==> src/rtl/uart_pkg.sv <==
// Register map, STATUS bit positions and transmitter states
// shared by the MMIO UART transmitter and its bench.
package uart_pkg;

    localparam logic [1:0] REG_TXDATA = 2'd0;
    localparam logic [1:0] REG_STATUS = 2'd1;
    localparam logic [1:0] REG_DIV    = 2'd2;
    localparam logic [1:0] REG_CTRL   = 2'd3;

    localparam int ST_FULL  = 0;
    localparam int ST_EMPTY = 1;
    localparam int ST_BUSY  = 2;
    localparam int ST_OVF   = 3;
    localparam int ST_CNT   = 4;

    typedef enum logic [1:0] {
        IDLE,
        START,
        DATA,
        STOP
    } tx_state_t;

endpackage

==> src/rtl/mmio_uart_tx_if.sv <==
// Data-memory port as seen by the UART: strobe, byte enables,
// address and write data in; registered read data out.
interface mmio_uart_tx_if;

    logic        en;
    logic [3:0]  wen;
    logic [31:0] addr;
    logic [31:0] data_i;
    logic [31:0] data_o;

    modport master (
        output en, wen, addr, data_i,
        input  data_o
    );

    modport slave (
        input  en, wen, addr, data_i,
        output data_o
    );

endinterface

==> src/rtl/sync_fifo.sv <==
// Single-clock FIFO with wrap-bit pointers; push ignored when
// full, pop ignored when empty, head visible combinationally.
module sync_fifo #(
    parameter  int WIDTH = 8,
    parameter  int DEPTH = 4,
    localparam int AW    = $clog2(DEPTH)
) (
    input  logic             clk,
    input  logic             reset,
    input  logic             push_i,
    input  logic [WIDTH-1:0] wdata_i,
    input  logic             pop_i,
    output logic [WIDTH-1:0] rdata_o,
    output logic             full_o,
    output logic             empty_o,
    output logic [AW:0]      count_o
);

    logic [WIDTH-1:0] mem_q [DEPTH];
    logic [AW:0]      wptr_q, wptr_d;
    logic [AW:0]      rptr_q, rptr_d;
    logic             do_push, do_pop;

    assign count_o = wptr_q - rptr_q;
    assign full_o  = (count_o == (AW+1)'(DEPTH));
    assign empty_o = (wptr_q == rptr_q);
    assign rdata_o = mem_q[rptr_q[AW-1:0]];

    assign do_push = push_i && !full_o;
    assign do_pop  = pop_i && !empty_o;

    always_comb begin
        wptr_d = wptr_q + (AW+1)'(do_push);
        rptr_d = rptr_q + (AW+1)'(do_pop);
    end

    always_ff @(posedge clk) begin
        if (reset) begin
            wptr_q <= '0;
            rptr_q <= '0;
        end else begin
            wptr_q <= wptr_d;
            rptr_q <= rptr_d;
        end
    end

    always_ff @(posedge clk) begin
        if (do_push) begin
            mem_q[wptr_q[AW-1:0]] <= wdata_i;
        end
    end

endmodule

==> src/rtl/mmio_uart_tx.sv <==
// Memory-mapped 8N1 UART transmitter: register window on the
// data-memory port, byte FIFO, and a bit-timed serializer.
module mmio_uart_tx
    import uart_pkg::*;
#(
    parameter logic [31:0] BASE    = 32'h0001_0000,
    parameter int          DEPTH   = 4,
    parameter logic [15:0] DIV_RST = 16'd15
) (
    input  logic          clk,
    input  logic          reset,
    mmio_uart_tx_if.slave bus,
    output logic          txd,
    output logic          irq
);

    localparam int CW = $clog2(DEPTH) + 1;

    logic          hit, wr, rd;
    logic [1:0]    rsel;
    logic          push, pop;
    logic [7:0]    head;
    logic          full, empty;
    logic [CW-1:0] count;
    logic [31:0]   status;

    logic [15:0]   div_q, div_d;
    logic [1:0]    ctrl_q, ctrl_d;
    logic          ovf_q, ovf_d;
    logic [31:0]   rdata_q, rdata_d;
    tx_state_t     state_q, state_d;
    logic [15:0]   timer_q, timer_d;
    logic [2:0]    bitcnt_q, bitcnt_d;
    logic [7:0]    shift_q, shift_d;
    logic          txd_q, txd_d;
    logic          unused_bits;

    assign hit  = bus.en && (bus.addr[31:4] == BASE[31:4]);
    assign rsel = bus.addr[3:2];
    assign wr   = hit && (bus.wen != 4'd0);
    assign rd   = hit && (bus.wen == 4'd0);
    assign push = wr && (rsel == REG_TXDATA) && bus.wen[0];

    assign unused_bits = ^{bus.addr[1:0], bus.data_i[31:16]};

    sync_fifo #(
        .WIDTH (8),
        .DEPTH (DEPTH)
    ) u_fifo (
        .clk     (clk),
        .reset   (reset),
        .push_i  (push),
        .wdata_i (bus.data_i[7:0]),
        .pop_i   (pop),
        .rdata_o (head),
        .full_o  (full),
        .empty_o (empty),
        .count_o (count)
    );

    always_comb begin
        status           = '0;
        status[ST_FULL]  = full;
        status[ST_EMPTY] = empty;
        status[ST_BUSY]  = (state_q != IDLE);
        status[ST_OVF]   = ovf_q;
        status[ST_CNT +: 4] = 4'(count);
    end

    always_comb begin
        div_d   = div_q;
        ctrl_d  = ctrl_q;
        ovf_d   = ovf_q;
        rdata_d = '0;
        // full is the pre-edge state, so a same-cycle pop never rescues the byte
        if (push && full) begin
            ovf_d = 1'b1;
        end
        if (wr) begin
            unique case (rsel)
                REG_STATUS: if (bus.wen[0] && bus.data_i[ST_OVF]) ovf_d = 1'b0;
                REG_DIV: begin
                    if (bus.wen[0]) div_d[7:0]  = bus.data_i[7:0];
                    if (bus.wen[1]) div_d[15:8] = bus.data_i[15:8];
                end
                REG_CTRL:   if (bus.wen[0]) ctrl_d = bus.data_i[1:0];
                default: ;
            endcase
        end
        if (rd) begin
            unique case (rsel)
                REG_STATUS: rdata_d = status;
                REG_DIV:    rdata_d = {16'd0, div_q};
                REG_CTRL:   rdata_d = {30'd0, ctrl_q};
                default:    rdata_d = '0;
            endcase
        end
    end

    always_comb begin
        state_d  = state_q;
        timer_d  = timer_q;
        bitcnt_d = bitcnt_q;
        shift_d  = shift_q;
        txd_d    = txd_q;
        pop      = 1'b0;
        unique case (state_q)
            IDLE: begin
                txd_d = 1'b1;
                if (!empty && ctrl_q[0]) begin
                    pop     = 1'b1;
                    shift_d = head;
                    timer_d = div_q;
                    state_d = START;
                    txd_d   = 1'b0;
                end
            end
            START: begin
                if (timer_q == 16'd0) begin
                    state_d  = DATA;
                    timer_d  = div_q;
                    bitcnt_d = 3'd0;
                    txd_d    = shift_q[0];
                end else begin
                    timer_d = timer_q - 16'd1;
                end
            end
            DATA: begin
                if (timer_q == 16'd0) begin
                    timer_d = div_q;
                    if (bitcnt_q == 3'd7) begin
                        state_d = STOP;
                        txd_d   = 1'b1;
                    end else begin
                        bitcnt_d = bitcnt_q + 3'd1;
                        shift_d  = {1'b0, shift_q[7:1]};
                        txd_d    = shift_q[1];
                    end
                end else begin
                    timer_d = timer_q - 16'd1;
                end
            end
            STOP: begin
                if (timer_q == 16'd0) begin
                    state_d = IDLE;
                    txd_d   = 1'b1;
                end else begin
                    timer_d = timer_q - 16'd1;
                end
            end
            default: state_d = IDLE;
        endcase
    end

    always_ff @(posedge clk) begin
        if (reset) begin
            div_q    <= DIV_RST;
            ctrl_q   <= '0;
            ovf_q    <= 1'b0;
            rdata_q  <= '0;
            state_q  <= IDLE;
            timer_q  <= '0;
            bitcnt_q <= '0;
            shift_q  <= '0;
            txd_q    <= 1'b1;
        end else begin
            div_q    <= div_d;
            ctrl_q   <= ctrl_d;
            ovf_q    <= ovf_d;
            rdata_q  <= rdata_d;
            state_q  <= state_d;
            timer_q  <= timer_d;
            bitcnt_q <= bitcnt_d;
            shift_q  <= shift_d;
            txd_q    <= txd_d;
        end
    end

    assign bus.data_o = rdata_q;
    assign txd        = txd_q;
    assign irq        = empty && ctrl_q[1];

endmodule
==> src/flat_wrapper.sv <==
// flat-port wrapper written by rule: the top's interface ports become plain ports
module mmio_uart_tx_flat import uart_pkg::*;
#(
    parameter logic [31:0] BASE    = 32'h0001_0000,
    parameter int          DEPTH   = 4,
    parameter logic [15:0] DIV_RST = 16'd15
)
  (clk, reset, txd, irq, bus_en, bus_wen, bus_addr, bus_data_i, bus_data_o);
  mmio_uart_tx_if bus_i ();
  input  logic clk;
  input  logic reset;
  output logic txd;
  output logic irq;
  input wire logic [$bits(bus_i.en)-1:0] bus_en;
  input wire logic [$bits(bus_i.wen)-1:0] bus_wen;
  input wire logic [$bits(bus_i.addr)-1:0] bus_addr;
  input wire logic [$bits(bus_i.data_i)-1:0] bus_data_i;
  output wire logic [$bits(bus_i.data_o)-1:0] bus_data_o;
  assign bus_i.en = bus_en;
  assign bus_i.wen = bus_wen;
  assign bus_i.addr = bus_addr;
  assign bus_i.data_i = bus_data_i;
  assign bus_data_o = bus_i.data_o;
  mmio_uart_tx #(.BASE(BASE), .DEPTH(DEPTH), .DIV_RST(DIV_RST)) u_core (.clk(clk), .reset(reset), .bus(bus_i), .txd(txd), .irq(irq));
endmodule
==> config.mk <==
export PLATFORM = sky130hd
export DESIGN_NAME = mmio_uart_tx_flat
export DESIGN_NICKNAME = d
export VERILOG_FILES = /design/src/rtl/uart_pkg.sv /design/src/rtl/mmio_uart_tx_if.sv /design/src/rtl/sync_fifo.sv /design/src/rtl/mmio_uart_tx.sv /design/src/flat_wrapper.sv
export SDC_FILE = /design/constraint.sdc
export NUM_CORES = 1
export LEC_CHECK = 0
export ABC_AREA = 1
export CORE_MARGIN = 4
export CORE_UTILIZATION = 55
export CTS_CLUSTER_SIZE = 24
export DETAILED_ROUTE_END_ITERATION = 10
export PLACE_DENSITY_LB_ADDON = 0.05
export SYNTH_ARGS = -nofsm -noshare
export SYNTH_HDL_FRONTEND = slang
export SYNTH_SLANG_ARGS = --single-unit
==> constraint.sdc <==
create_clock -name clk -period 3.6 [get_ports clk]
set_input_delay 0.72 -clock clk [delete_from_list [all_inputs] [get_ports clk]]
set_output_delay 0.72 -clock clk [all_outputs]
set_load 0.005 [all_outputs]
==> results of run 1 <==
report_power, final:
| group | internal [mW] | switching, mW |
|---|---|---|
| registers | 1.32 | 0.109 |
| logic | 0.578 | 1.17 |
| clock network | 0.342 | 0.439 |
| total | 2.24 | 1.71 |
worst paths after layout:
kind,from,end,slack [ps]
worst max-delay path,u_core.u_fifo.rptr_q[1],irq,740
worst min-delay path,u_core.ovf_q,u_core.ovf_q,470
worst max register to register,u_core.u_fifo.wptr_q[0],u_core.u_fifo.mem_q[2][5],1000
worst min register to register,u_core.ovf_q,u_core.ovf_q,470
critical path: cells and delay by family (launching register included):
family,cells,cell delay (ps)
and+or+nand+nor,2,260
adders and majority gates,1,340
DFF,1,320
buffers and inverters,3,850
cell usage after synthesis, drive strengths merged:
| master | instances | area, um2 |
|---|---|---|
| xnor2 | 2 | 17.5 |
| o21ai | 37 | 219 |
| a31oi | 1 | 6.26 |
| xor2 | 5 | 43.8 |
| o221ai | 1 | 8.76 |
| nor3b | 4 | 30.0 |
| conb | 1 | 3.75 |
| nor2 | 124 | 487 |
| o211ai | 2 | 20.0 |
| nor3 | 13 | 65.1 |
| o21bai | 2 | 15.0 |
| nand3 | 37 | 195 |
| ha | 14 | 175 |
| inv | 73 | 277 |
| clkbuf | 12 | 45.0 |
| or2 | 3 | 18.8 |
| nand2 | 138 | 531 |
| o22ai | 10 | 62.6 |
| a21oi | 38 | 220 |
| o21a | 1 | 7.51 |
| nor4 | 1 | 6.26 |
| edfxtp | 32 | 961 |
| buf | 26 | 185 |
| nand4 | 15 | 93.8 |
| fa | 1 | 20.0 |
| dfxtp | 71 | 1420 |
| clkinv | 1 | 3.75 |
sequential cells by signal (all words and copies together), names as in the netlist:
signal / flops
u_core.div_q: 16
u_core.shift_q: 8
u_core.ovf_q: 1
u_core.u_fifo.rptr_q: 3
u_core.timer_q: 16
u_core.bitcnt_q: 3
u_core.bus.data_o: 16
u_core.state_q: 2
u_core.u_fifo.wptr_q: 3
u_core.ctrl_q: 2
u_core.txd: 1
u_core.u_fifo.mem_q: 32
per-layer routing:
layer | global-route usage [%] | routed length (um) | share of wire (%)
met1 | 27.8 | 5120 | 43
met2 | 39.2 | 5890 | 50
met3 | 4.20 | 499 | 4.2
met4 | 8.72 | 305 | 2.6
met5 | 0 | 0 | 0
through the flow:
step / setup slack (ps) / util (%)
after global placement: 748 / 64.3
after CTS: 721 / 66.7
final: 745 / 66.7
after global routing: 581 / 66.7
after floorplan: 1090 / -
after detailed placement: 720 / 64.3
area by class of cell:
cell class / count / area [um2]
multi-input combinational: 465 / 2300
timing repair buffer: 81 / 783
clock buffer: 9 / 124
fill: 778 / 3050
sequential: 103 / 2380
inverter: 74 / 280
clock inverter: 7 / 92.6
tap: 111 / 139
logic make-up after synthesis:
kind of cell | Yosys count | synth area share, %
flops | 103 | 46.4
buf+inv | 112 | 9.93
simple gates | 335 | 27.8
fa+ha+maj | 15 | 3.80
compound gates | 92 | 10.9
xor+xnor | 7 | 1.19
other cells | 1 | 0.0730
==> results.tsv, run 1 <==
metric	value	unit
status	finished clean	
PwrDens	648	nW/um2
Slowest cell on crit path	clkdlybuf4s50_1	
cts hold-fix bufs	0	
gr ovfl total	0	
synthesized area	5140	um2
commonest cells after routing, fill and taps aside	nand2_1 (135), nor2_1 (121), inv_1 (72)	
vias in the first global route	4346	
Site Rows	35	
TritonCTS Buffers	9	
Final ANT Viol Nets	0	
Worst setup SP type	register	
initial antenna violation count	0	
Final Total Pwr	3.96	mW
maxcap violations	0	
final worst-path cycle share	79.3	%
die height	105	um
average cell area after synthesis	7.73	um2
first-pass GRT wire length	20.2	mm
Max clock buf depth	2	
drt drc	0	
GPL Wtd Cong	0.901	
Worst-path clk slew	100	ps
layout cells sized above 1	7.44	%
fin crit period	2860	ps
Required @ worst endpoint	2880	ps
dpl cell area	5890	um2
n_diodes	0	
Ports	105	
Critical Path Fanout Max	11	
WHS	466	ps
Port Buf Inserts	70	
Tot GR Track Use	22.6	%
CP endpoint kind	output pin	
Hold Fails Final Rpt	0	
Worst Path Arrival	2140	ps
via count	4396	
H-tree depth	3	
CTS tree	built	
Slew headroom	57.2	%
Fmax	350	MHz
Post-Syn Instances	665	
First DRT Iteration DRCs	162	
setup bufs post-CTS	0	
DP HPWL	8.91	mm
DRT Pass-1 Iters	4	
Layout area overhead	18.8	%
filler-free cell count of the finished design	850	
Reg2Reg Depth	9	
WHS Path Cells	2	
commonest non-fill, non-tap cell in the layout	nand2_1	
RSZ-0062 raised after global routing	false	
chip width	105	um
path type of the worst setup path	reg2out	
CORE AREA	9150	um2
final setup vio count	0	
Design Area, Final	6100	um2
Detailed Route WL	11.8	mm
Tightest Pin Transition	640	ps
CTS resizes	0	
leakage power	2.66	nW
sequential area share after synthesis	46.4	%
Max VDD drop	433	uV
Initial Utilization	56.1	%
Critical Path, Cell by Cell	buf_4 -> inv_1 -> ha_1 -> nand3_1 -> nor2_1 -> clkdlybuf4s50_1	
TNS Setup	0	ps
YS warnings	0	
Slew Limit Fails	0	
pin count of the biggest net entering global routing	40	
worst hold path type	reg2reg	
worst-skew pair later-pin latency	380	ps
die area	11000	um2
nets	820	
clock skew	11.8	ps
Avg WL per Cell	13.9	um
Synth cell types	40	
Vias/cell	5.17	
Seq cells post-synth	103	
placed cell count	834	
Clock Root Buffer	clkbuf_8	
crit-path max cell delay	510	ps
CTS Sinks	103	
Note: power is estimated with default switching activity, not from simulation.
==> run 2: changes to the inputs <==
- CORE_UTILIZATION: 55 -> 52
- clock period: 3.6 -> 2.86 ns (I/O delays scaled with it)
==> results.tsv, run 2 (same netlist as run 1, synthesis figures left out) <==
metric	value	unit
leakage power	2.66	nW
die height	107	um
Ports	105	
Layout fillers	853	
Largest register FFs	32	
Layout area overhead	19.3	%
status	finished clean	
Initial Utilization	53.1	%
gr ovfl total	0	
WHS Path Cells	2	
reg2reg start	u_core.u_fifo.wptr_q[0]	
setup bufs post-CTS	0	
Max VDD drop	527	uV
Tot GR Track Use	21.8	%
GPL Wtd Cong	0.909	
Max clock buf depth	2	
TritonCTS Buffers	9	
DRT Pass-1 Iters	4	
drt drc	0	
Pint	2.74	mW
via count	4447	
Worst setup SP type	register	
Slew headroom	59.3	%
Slew Limit Fails	0	
reg-to-reg slack, setup	350	ps
PwrDens	800	nW/um2
Fmax	386	MHz
pin count of the biggest net entering global routing	40	
CTS Sinks	103	
switching part of the total	44.0	%
commonest non-fill, non-tap cell in the layout	nand2_1	
CTS resizes	0	
Comb pwr share	45.3	%
power share of the clock group	17.9	%
final setup vio count	0	
first-pass GRT wire length	19.9	mm
Clock Root Buffer	clkbuf_8	
TNS Setup	0	ps
maxcap violations	0	
Detailed Route WL	12.1	mm
n_diodes	0	
Final ANT Viol Nets	0	
RR Endpoint	u_core.u_fifo.wptr_q[2]	
Worst Path Arrival	2020	ps
RSZ-0062 raised after global routing	false	
Critical Path Fanout Max	4	
CTS tree	built	
Finished Core Util	63.3	%
hold path startpoint	u_core.div_q[15]	
Hold Fails Final Rpt	0	
die area	11500	um2
nets	824	
Reg2Reg Depth	12	
final worst-path cycle share	90.5	%
initial antenna violation count	0	
First DRT Iteration DRCs	370	
Avg WL per Cell	13.8	um
Required @ worst endpoint	2290	ps
layout cells sized above 1	7.81	%
commonest cells after routing, fill and taps aside	nand2_1 (135), nor2_1 (121), inv_1 (72)	
CORE AREA	9680	um2
fin crit period	2590	ps
Port Buf Inserts	70	
Worst-path clk slew	100	ps
power share of the sequential group	36.8	%
cts hold-fix bufs	0	
vias in the first global route	4343	
Tightest Pin Transition	609	ps
worst hold path type	reg2reg	
worst-skew pair later-pin latency	380	ps
Hold Path End	u_core.bus.data_o[15]	
path type of the worst setup path	reg2out	
dpl ws	223	ps
chip width	107	um
DP HPWL	9.02	mm
Site Rows	36	
WHS	463	ps
CP endpoint kind	output pin	
Vias/cell	5.08	
clock skew	12.3	ps
post-route setup slack	273	ps
H-tree depth	3	
switching pwr	2.16	mW
## run 2: cell count changes in the layout (fill, tap and decap cells not counted)
| cell | change |
|---|---|
| bufinv_16 | -1 |
| inv_6 | -1 |
| clkinvlp_4 | +1 |
| buf_4 | +4 |
| clkinv_1 | +1 |
| clkinv_8 | -1 |
| inv_8 | +1 |
## run 2: power groups by stage
stage	Combinational, mW	Clock (mW)	Sequential (mW)
2_1_floorplan	1.80	0	1.80
3_3_place_gp	2.15	0	1.83
3_5_place_dp	2.21	0	1.83
4_1_cts	2.22	0.898	1.80
5_1_grt	2.52	0.948	1.83
6_report	2.22	0.876	1.80
## run 2: final cells by class
type                    instances  area [um2]  share of cell area, %
flip-flops and latches        103        2380                   38.9
multi-input cells             465        2300                   37.6
well taps                     133         166                   2.72
inverters                      74         280                   4.57
clock buffers                   9         124                   2.02
clock inverters                 7        60.1                  0.980
repair buffers                 85         813                   13.3
## run 2: worst max-delay path by stage
stage / from / end
global placement: bus_en / u_core.u_fifo.mem_q[3][6]
detailed placement: bus_addr[25] / u_core.u_fifo.mem_q[2][1]
CTS: u_core.u_fifo.wptr_q[0] / irq
global route: u_core.u_fifo.wptr_q[0] / u_core.u_fifo.mem_q[0][5]
floorplan: u_core.u_fifo.wptr_q[0] / u_core.u_fifo.mem_q[0][0]
finish: u_core.u_fifo.wptr_q[0] / irq
## run 2: critical path: stages (launching register included)
cell and delay [ps]:
dfxtp_1 420, inv_1 100, ha_1 340, nand3_1 140, nor2_1 120, clkdlybuf4s50_1 510
## run 2: layer usage
metal  vias up  global-route usage, %  wire length (um)
met4         0                   8.21               304
li1       2268                      -                 -
met5         -                      0                 0
met3        28                   5.16               665
met1      2027                   25.8              5120
met2       124                   38.2              6000
## run 2: per-stage QoR
stage / power, mW / instances / cell area (um2)
3_3_place_gp: 3.98 / 860 / 5940
2_1_floorplan: 3.60 / 680 / 5190
3_5_place_dp: 4.04 / 860 / 5940
5_1_grt: 5.30 / 876 / 6130
4_1_cts: 4.91 / 876 / 6130
6_report: 4.90 / 876 / 6130
